==> config.mk <==
export PLATFORM = sky130hd
export DESIGN_NAME = multicycle_control
export DESIGN_NICKNAME = d
export VERILOG_FILES = /design/src/rtl/ce361_ctrl_pkg.sv /design/src/rtl/multicycle_control_alu_decode.sv /design/src/rtl/multicycle_control.sv
export SDC_FILE = /design/constraint.sdc
export NUM_CORES = 1
export LEC_CHECK = 0
export ABC_AREA = 1
export BUFFER_PORTS_ARGS = -buffer_cell sky130_fd_sc_hd__clkbuf_2
export CAP_MARGIN = 20
export CORE_UTILIZATION = 35
export DETAILED_ROUTE_END_ITERATION = 7
export PLACE_DENSITY = 0.58
export SYNTH_ARGS = -nofsm -noshare
export SYNTH_HDL_FRONTEND = slang
export SYNTH_HIERARCHICAL = 1
export SYNTH_SLANG_ARGS = --single-unit
==> constraint.sdc <==
create_clock -name clk -period 1.8 [get_ports clk]
set_clock_uncertainty 0.05 [all_clocks]
set_input_delay 0.09 -clock clk [delete_from_list [all_inputs] [get_ports clk]]
set_output_delay 0.09 -clock clk [all_outputs]
set_load 0.05 [all_outputs]
==> src/rtl/ce361_ctrl_pkg.sv <==
// Shared types and encodings for the CE361 multicycle and single-cycle control units.
package ce361_ctrl_pkg;

  typedef enum logic [3:0] {
    ST_IDLE,
    ST_FETCH,
    ST_DECODE,
    ST_EXEC_R,
    ST_WB_R,
    ST_EXEC_I,
    ST_WB_I,
    ST_MEM_ADDR,
    ST_MEM_RD,
    ST_WB_MEM,
    ST_MEM_WR,
    ST_BRANCH,
    ST_JUMP,
    ST_FAULT
  } state_t;

  localparam logic [2:0] ALU_ADD = 3'b000;
  localparam logic [2:0] ALU_SUB = 3'b001;
  localparam logic [2:0] ALU_AND = 3'b010;
  localparam logic [2:0] ALU_OR  = 3'b011;
  localparam logic [2:0] ALU_SLT = 3'b100;

  localparam logic [5:0] OP_RTYPE = 6'b000000;
  localparam logic [5:0] OP_ADDI  = 6'b001000;
  localparam logic [5:0] OP_ORI   = 6'b001101;
  localparam logic [5:0] OP_LW    = 6'b100011;
  localparam logic [5:0] OP_SW    = 6'b101011;
  localparam logic [5:0] OP_BEQ   = 6'b000100;
  localparam logic [5:0] OP_BNE   = 6'b000101;
  localparam logic [5:0] OP_J     = 6'b000010;

  localparam logic [5:0] FUN_ADD = 6'b100000;
  localparam logic [5:0] FUN_SUB = 6'b100010;
  localparam logic [5:0] FUN_AND = 6'b100100;
  localparam logic [5:0] FUN_OR  = 6'b100101;
  localparam logic [5:0] FUN_SLT = 6'b101010;

  localparam logic [1:0] FC_NONE    = 2'b00;
  localparam logic [1:0] FC_ILLEGAL = 2'b01;
  localparam logic [1:0] FC_TIMEOUT = 2'b10;

  function automatic logic is_mem_state(input state_t s);
    return (s == ST_FETCH) || (s == ST_MEM_RD) || (s == ST_MEM_WR);
  endfunction

endpackage

==> src/rtl/multicycle_control_alu_decode.sv <==
// Opcode/funct to ALU operation and legality; also used by the single-cycle control.
module alu_decode
  import ce361_ctrl_pkg::*;
(
  input  logic [5:0] op,
  input  logic [5:0] fun,
  output logic [2:0] alu_ctr,
  output logic       legal
);

  always_comb begin
    alu_ctr = ALU_ADD;
    legal   = 1'b1;
    case (op)
      OP_RTYPE: begin
        case (fun)
          FUN_ADD: alu_ctr = ALU_ADD;
          FUN_SUB: alu_ctr = ALU_SUB;
          FUN_AND: alu_ctr = ALU_AND;
          FUN_OR:  alu_ctr = ALU_OR;
          FUN_SLT: alu_ctr = ALU_SLT;
          default: legal   = 1'b0;
        endcase
      end
      OP_ADDI, OP_LW, OP_SW, OP_J: alu_ctr = ALU_ADD;
      OP_ORI:                      alu_ctr = ALU_OR;
      OP_BEQ, OP_BNE:              alu_ctr = ALU_SUB;
      default:                     legal   = 1'b0;
    endcase
  end

endmodule

==> src/rtl/multicycle_control.sv <==
// Multicycle sequencer for the CE361 MIPS-subset datapath with a shared,
// variable-latency instruction/data memory.
//
// state     | meaning
// ----------+------------------------------------------------------
// IDLE      | one cycle after reset, then FETCH
// FETCH     | read instruction at PC; IR and PC+4 load on mem_ready
// DECODE    | latch opcode and ALU op, dispatch or flag illegal
// EXEC_R    | R-type ALU operation, rt operand
// WB_R      | write rd with ALU result, retire
// EXEC_I    | addi/ori with immediate operand
// WB_I      | write rt with ALU result, retire
// MEM_ADDR  | base + sign-extended offset
// MEM_RD    | load data access, wait for mem_ready
// WB_MEM    | write rt with memory data, retire
// MEM_WR    | store data access, retire on mem_ready
// BRANCH    | compare rs/rt, load branch target when taken, retire
// JUMP      | load jump target, retire
// FAULT     | halted until reset, fault_code holds the cause
module multicycle_control
  import ce361_ctrl_pkg::*;
#(
  parameter int WAIT_LIMIT = 15
) (
  input  logic       clk,
  input  logic       nReset,
  input  logic [5:0] Op,
  input  logic [5:0] Fun,
  input  logic       equal,
  input  logic       sign,
  input  logic       mem_ready,
  output logic       mem_req,
  output logic       IorD,
  output logic       IRWr,
  output logic       PCWr,
  output logic       nPC_sel,
  output logic       Jump,
  output logic       RegWr,
  output logic       RegDst,
  output logic       ExtOp,
  output logic       ALUSrc,
  output logic [2:0] ALUctr,
  output logic       MemWr,
  output logic       MemtoReg,
  output logic       retire,
  output logic       fault,
  output logic [1:0] fault_code
);

  localparam logic [7:0] LIMIT = 8'(WAIT_LIMIT);

  state_t     state;
  logic [5:0] op_r;
  logic [2:0] alu_ctr_r;
  logic [7:0] wait_cnt;
  logic [1:0] fault_code_r;
  logic [2:0] alu_ctr_dec;
  logic       legal_dec;
  logic       mem_phase;
  logic [7:0] wait_next;
  logic       wait_hit;
  logic       taken;

  // The ALU sign bit is consumed by the datapath's slt path, not by sequencing.
  logic unused_sign;
  assign unused_sign = sign;

  alu_decode u_alu_decode (
    .op      (Op),
    .fun     (Fun),
    .alu_ctr (alu_ctr_dec),
    .legal   (legal_dec)
  );

  assign mem_phase = is_mem_state(state);
  assign wait_next = wait_cnt + 8'd1;
  // This cycle is the WAIT_LIMIT-th consecutive one without mem_ready.
  assign wait_hit  = mem_phase && !mem_ready && (wait_next == LIMIT);
  assign taken     = (op_r == OP_BEQ) ? equal : !equal;

  always_ff @(posedge clk or negedge nReset) begin
    if (!nReset) begin
      state        <= ST_IDLE;
      op_r         <= OP_RTYPE;
      alu_ctr_r    <= ALU_ADD;
      wait_cnt     <= 8'd0;
      fault_code_r <= FC_NONE;
    end else begin
      wait_cnt <= (mem_phase && !mem_ready && !wait_hit) ? wait_next : 8'd0;
      case (state)
        ST_IDLE: state <= ST_FETCH;
        ST_FETCH: begin
          if (mem_ready) begin
            state <= ST_DECODE;
          end else if (wait_hit) begin
            state        <= ST_FAULT;
            fault_code_r <= FC_TIMEOUT;
          end
        end
        ST_DECODE: begin
          op_r      <= Op;
          alu_ctr_r <= alu_ctr_dec;
          if (!legal_dec) begin
            state        <= ST_FAULT;
            fault_code_r <= FC_ILLEGAL;
          end else begin
            case (Op)
              OP_RTYPE:       state <= ST_EXEC_R;
              OP_ADDI, OP_ORI: state <= ST_EXEC_I;
              OP_LW, OP_SW:   state <= ST_MEM_ADDR;
              OP_BEQ, OP_BNE: state <= ST_BRANCH;
              OP_J:           state <= ST_JUMP;
              default: begin
                state        <= ST_FAULT;
                fault_code_r <= FC_ILLEGAL;
              end
            endcase
          end
        end
        ST_EXEC_R:   state <= ST_WB_R;
        ST_EXEC_I:   state <= ST_WB_I;
        ST_MEM_ADDR: state <= (op_r == OP_LW) ? ST_MEM_RD : ST_MEM_WR;
        ST_MEM_RD, ST_MEM_WR: begin
          if (mem_ready) begin
            state <= (state == ST_MEM_RD) ? ST_WB_MEM : ST_FETCH;
          end else if (wait_hit) begin
            state        <= ST_FAULT;
            fault_code_r <= FC_TIMEOUT;
          end
        end
        ST_WB_R, ST_WB_I, ST_WB_MEM, ST_BRANCH, ST_JUMP: state <= ST_FETCH;
        ST_FAULT: state <= ST_FAULT;
        default:  state <= ST_IDLE;
      endcase
    end
  end

  always_comb begin
    mem_req    = 1'b0;
    IorD       = 1'b0;
    IRWr       = 1'b0;
    PCWr       = 1'b0;
    nPC_sel    = 1'b0;
    Jump       = 1'b0;
    RegWr      = 1'b0;
    RegDst     = 1'b0;
    ExtOp      = 1'b0;
    ALUSrc     = 1'b0;
    ALUctr     = ALU_ADD;
    MemWr      = 1'b0;
    MemtoReg   = 1'b0;
    retire     = 1'b0;
    fault      = 1'b0;
    fault_code = FC_NONE;
    case (state)
      ST_FETCH: begin
        mem_req = 1'b1;
        IRWr    = mem_ready;
        PCWr    = mem_ready;
      end
      ST_EXEC_R: ALUctr = alu_ctr_r;
      ST_WB_R: begin
        RegWr  = 1'b1;
        RegDst = 1'b1;
        retire = 1'b1;
      end
      ST_EXEC_I: begin
        ALUSrc = 1'b1;
        ExtOp  = (op_r == OP_ADDI);
        ALUctr = alu_ctr_r;
      end
      ST_WB_I: begin
        RegWr  = 1'b1;
        retire = 1'b1;
      end
      ST_MEM_ADDR: begin
        ALUSrc = 1'b1;
        ExtOp  = 1'b1;
      end
      ST_MEM_RD: begin
        mem_req = 1'b1;
        IorD    = 1'b1;
      end
      ST_WB_MEM: begin
        RegWr    = 1'b1;
        MemtoReg = 1'b1;
        retire   = 1'b1;
      end
      ST_MEM_WR: begin
        mem_req = 1'b1;
        IorD    = 1'b1;
        MemWr   = 1'b1;
        retire  = mem_ready;
      end
      ST_BRANCH: begin
        ALUctr  = ALU_SUB;
        PCWr    = taken;
        nPC_sel = taken;
        retire  = 1'b1;
      end
      ST_JUMP: begin
        PCWr   = 1'b1;
        Jump   = 1'b1;
        retire = 1'b1;
      end
      ST_FAULT: begin
        fault      = 1'b1;
        fault_code = fault_code_r;
      end
      default: ;
    endcase
  end

endmodule

== Yosys cells after proc, flatten, opt, wreduce, memory -nomap -nowiden ==
Index checks and enable logic that the tools add are counted.
Cells by class
  $add $sub $neg: 1
  reduce and logical (&&, ||, !) cells: 25
  equal/unequal tests: 32
  mux-type cells: 35
Operator list (count)
  $eq A6 B6 Y1 const B: 8
  $pmux W4 S8: 1
  $eq A4 B4 Y1 const B: 6
  $mux W4: 5
  $pmux W4 S5: 1
  $eq A6 B3 Y1 const B: 3
  $eq A6 B4 Y1 const B: 3
  $eq A4 B3 Y1 const B: 4
  $mux W1: 13
  $mux W2: 6
  $pmux W3 S4: 1
  $reduce_or A2 Y1: 6
  $reduce_or A5 Y1: 2
  $pmux W3 S3: 1
  $add A8 B1 Y8 const B: 1
  $eq A4 B2 Y1 const B: 2
  $eq A8 B4 Y1 const B: 1
  $mux W8: 1
  $reduce_or A8 Y1: 1
  $reduce_or A7 Y1: 1
  $eq A6 B2 Y1 const B: 1
  $logic_not A6 Y1: 1
  $pmux W1 S2: 3
  $pmux W3 S2: 1
  other kinds (14): 20
Word-level totals
  input port bits: 17
  output and inout bits: 19
  flip-flop bits (word level): 23

== Logic depth before layout (Yosys ltp) ==
  depth in word-level cells: 8
  mapped depth: 14
  depth with buffers taken out: 14

== Modules after synthesis ==
Netlist, hierarchy kept.
Modules (own cells, without submodules)
  multicycle_control: seq. area each 575.6 um^2, cells an instance 227, area each 1520.2 um^2, instances 1
  alu_decode: seq. area each 0.0 um^2, cells an instance 53, area each 241.5 um^2, instances 1

== Worst setup path after synthesis ==
Ideal clock, no wire load.
  path type: flip-flop to output port
  start: register state[2]
  end: output retire
  stages on the path, launching flop included: 5
  arrival time: 2.208 ns
  setup slack: -0.548 ns
  required time: 1.660 ns
  path buffers: 0
  path through: dfrtp_1 -> inv_2 -> nand2_2 -> nor3_1 -> a21o_1
On the way
  cells in the longest elaborated chain, start to end: 3
  elaborated cells on any way between the ends: 8
  classes of those cells: 6 x eq/ne; 1 x mux; 1 x reduce/logical
RTL lines
  from (decl): line multicycle_control.sv:52  | state_t state;
  from (signal assigned): line multicycle_control.sv:122  | ST_MEM_ADDR: state <= (op_r == OP_LW) ? ST_MEM_RD : ST_MEM_WR;
  from (signal assigned): line multicycle_control.sv:125  | state <= (state == ST_MEM_RD) ? ST_WB_MEM : ST_FETCH;
  $eq A4 B3 Y1 or $eq A4 B4 Y1 (tied branches): line multicycle_control.sv:155  | case (state)
  $reduce_or A5 Y1 (no source line)
  $pmux W1 S2 *: line multicycle_control.sv:155
  to (decl): line multicycle_control.sv:45  | output logic retire,
Every way passes the cells marked *; elsewhere a longest branch is shown, timed or not.

== Worst setup path after layout ==
  start: register state[1]
  end: output IRWr
On the way
  cells in the longest elaborated chain, start to end: 2
RTL lines
  $eq A4 B1 Y1: line multicycle_control.sv:155
  $mux W1: line multicycle_control.sv:155
  to (decl): line multicycle_control.sv:34  | output logic IRWr,
Every way passes these cells.

==> flow_metrics.env <==
export IMPL_drv_slew=0
export IMPL_area_delta_synth_final_pct=25.1
export IMPL_antenna_cells=0
export IMPL_max_clock_path_buffers=2
export IMPL_clock_sinks=23
export IMPL_synth_xor_area_frac=0.00923
export IMPL_synthMuxAreaShare=0
export IMPL_hp_class="input pin to register"
export IMPL_vdd_drop_max_mv=0.561
export IMPL_startpoint="state[1]"
export IMPL_overflow=0
export IMPL_core_sq_mm=0.00479
export IMPL_synth_simple_area_share=0.462
export IMPL_hold_path_startpoint="Op[5]"
export IMPL_drc=0
export IMPL_track_usage=0.156
export IMPL_tightest_slew_ns=0.581
export IMPL_portBuffers=34
export IMPL_p_per_area_mw_per_mm2=1230
export IMPL_first_pass_iters=4
export IMPL_final_setup_viol_count=0
export IMPL_fin_crit_sh=0.954
export IMPL_drv_cap=0
export IMPL_p_leak_nw=1.18
export IMPL_rsz0062_at_grt="true"
export IMPL_grt_util_met1=0.220
export IMPL_dp_hpwl_microns=3120
export IMPL_die_h_microns=72.9
export IMPL_crit_type="register to output pin"
export IMPL_top_level_ports=36
export IMPL_holdPathStages=3
export IMPL_crit_fanout=3
export IMPL_drtAntennaViolNets=0
export IMPL_routedWlPerCell_microns=9.97
export IMPL_ys_seq_area_frac=0.327
export IMPL_synth_compound_area_share=0.0717
export IMPL_htree_levels=1
export IMPL_fmax_ghz=0.582
export IMPL_syn_cell_area_sq_mm=0.00176
export IMPL_status="complete, no violations"
export IMPL_synth_cells=280
export IMPL_grt_busiest_layer="met2"
export IMPL_synth_warning_count=6
export IMPL_grt_max_degree=24
export IMPL_cts_made_buffers=3
export IMPL_cp_start_kind="register"
export IMPL_cp_required_ns=1.66
export IMPL_syn_num_nets=299
export IMPL_grt_use_met3=0.0249
export IMPL_synthDistinctLibCells=28
export IMPL_synthAdderAreaFrac=0.0142
export IMPL_num_rows=25
export IMPL_nets=343
export IMPL_cts_tree="built"
export IMPL_via_count=1773
export IMPL_arrival_ns=1.58
export IMPL_insertion_delay_ns=0.27
export IMPL_synth_top_family_by_area="simple AND/OR/NAND/NOR gates"
export IMPL_slew_headroom=0.613
export IMPL_setup_tns_ns=0
export IMPL_end_kind="output pin"
export IMPL_cts_root_buf="clkbuf_8"
export IMPL_syn_area_per_cell_sq_um=6.29
export IMPL_gp_congestion=0.802
export IMPL_final_util=0.461
export IMPL_reg2reg_depth=8
export IMPL_ys_ff_latch=23
export IMPL_via_per_inst=4.55
export IMPL_rr_startpoint="wait_cnt[0]"
export IMPL_antenna_found_initial=0
export IMPL_use_met2=0.249
export IMPL_grt_first_pass_wirelength_microns=6550
export IMPL_hold_viol=0
export IMPL_fillers=505
export IMPL_die_w_microns=72.9
export IMPL_drtIter0Drc=66
export IMPL_initial_core_util=0.368
export IMPL_routed_wl_microns=3890
export IMPL_clk_pin_slew_ns=0.09
export IMPL_die_area_sq_mm=0.00532
export IMPL_drive_above_1_share=0.254
export IMPL_layout_min_cycle_time_ns=1.72
export IMPL_grt_pass1_vias=1527
-- routing by layer --
metal	wire [microns]	share of wire	up-vias
met4	43	0.011	0
li1	-	-	960
met5	0	0	-
met1	1940	0.50	769
met3	168	0.043	5
met2	1730	0.45	39
-- flip-flops by register name (all words and copies together) (netlist names) --
| register | count |
|---|---|
| state | 4 |
| op_r | 6 |
| alu_ctr_r | 3 |
| fault_code_r | 2 |
| wait_cnt | 8 |
-- stage by stage --
step | worst slack, ns | hold WS [ns] | power, mW | instance area, sq um | cells
after floorplan | -0.0415 | -0.256 | 1.90 | 1780 | 280
after global placement | 0.192 | 0.0697 | 2.24 | 2050 | 382
after detailed placement | 0.170 | 0.0662 | 2.24 | 2050 | 382
after CTS | 0.00497 | 0.0647 | 2.59 | 2120 | 387
after global routing | -0.0365 | 0.0900 | 2.95 | 2200 | 390
final | 0.0825 | 0.0650 | 2.72 | 2200 | 390
-- worst max-delay path, stage by stage (launching register included) --
cell,delay [ns]
dfrtp_1,0.40
inv_1,0.12
nand2_2,0.10
buf_6,0.14
nor2_4,0.12
nand2_1,0.10
inv_1,0.10
clkbuf_4,0.23
-- final cells by class --
| cell class | instances | area, sq um | area share |
|---|---|---|---|
| Multi-Input combinational cell | 203 | 1030 | 0.467 |
| Sequential cell | 23 | 577 | 0.262 |
| Timing Repair Buffer | 41 | 272 | 0.123 |
| Inverter | 52 | 195 | 0.0885 |
| Tap cell | 67 | 83.8 | 0.0380 |
| Clock buffer | 3 | 41.3 | 0.0187 |
| Clock inverter | 1 | 7.51 | 0.00341 |
-- cell usage after synthesis --
cell,instances,share of area
nand2_1,66,0.14
nor2_1,60,0.13
inv_1,44,0.094
dfrtp_1,23,0.33
nand3_1,23,0.065
o21ai_0,11,0.031
nand4_1,8,0.028
inv_2,7,0.015
nor2_4,4,0.026
o21ai_1,4,0.011
nand2_2,3,0.011
nand3b_1,3,0.013
nor2_2,3,0.011
nor3_1,3,0.0085
a21oi_1,2,0.0057
a21oi_2,2,0.0099
buf_2,2,0.0057
ha_1,2,0.014
a21o_1,1,0.0043
a31o_2,1,0.0050
clkinv_1,1,0.0021
nand3_2,1,0.0057
nand4_2,1,0.0071
nor2_8,1,0.011
nor4_1,1,0.0036
o31ai_1,1,0.0043
or2_2,1,0.0036
xor2_2,1,0.0092
-- cells in the final DEF, fill, tap and decap left out, drive strengths merged --
cell / instances
nand2: 69
nor2: 68
inv: 51
clkbuf: 34
nand3: 24
dfrtp: 23
o21ai: 15
nand4: 9
buf: 9
a21oi: 4
nand3b: 3
nor3: 3
ha: 2
xor2: 1
nor4: 1
a21o: 1
or2: 1
o31ai: 1
a31o: 1
clkinv: 1
clkinvlp: 1
dlygate4sd3: 1
-- kinds of logic (layout without fill, tap and decap cells) --
family          Yosys count  after routing
xor+xnor                  1              1
fa+ha+maj                 2              2
simple gates            178            178
flops                    23             23
compound gates           22             22
buf+inv                  54             97
-- worst paths after layout --
check / to / slack, ns
max in group asynchronous: state[0] / 1.00
hold / removal: op_r[5] / 0.06
hold reg to reg: op_r[3] / 0.44
setup reg to reg: fault_code_r[0] / 0.22
min in group asynchronous: wait_cnt[2] / 0.29
setup / recovery: IRWr / 0.08
-- repair_timing --
action / in CTS / in global routing
endpoints found under the hold margin: 23 / 0
setup buffers: 0 / 3
resized for setup: 5 / 30
pin swaps: 0 / 5
hold buffers: 1 / 0
endpoints found under the setup margin: 4 / 17
-- power breakdown --
part / internal, mW / switching, mW / total, mW
registers: 0.663 / 0.128 / 0.790
logic: 0.513 / 1.09 / 1.60
clock network: 0.157 / 0.173 / 0.330
(Power assumes the default switching activity.)
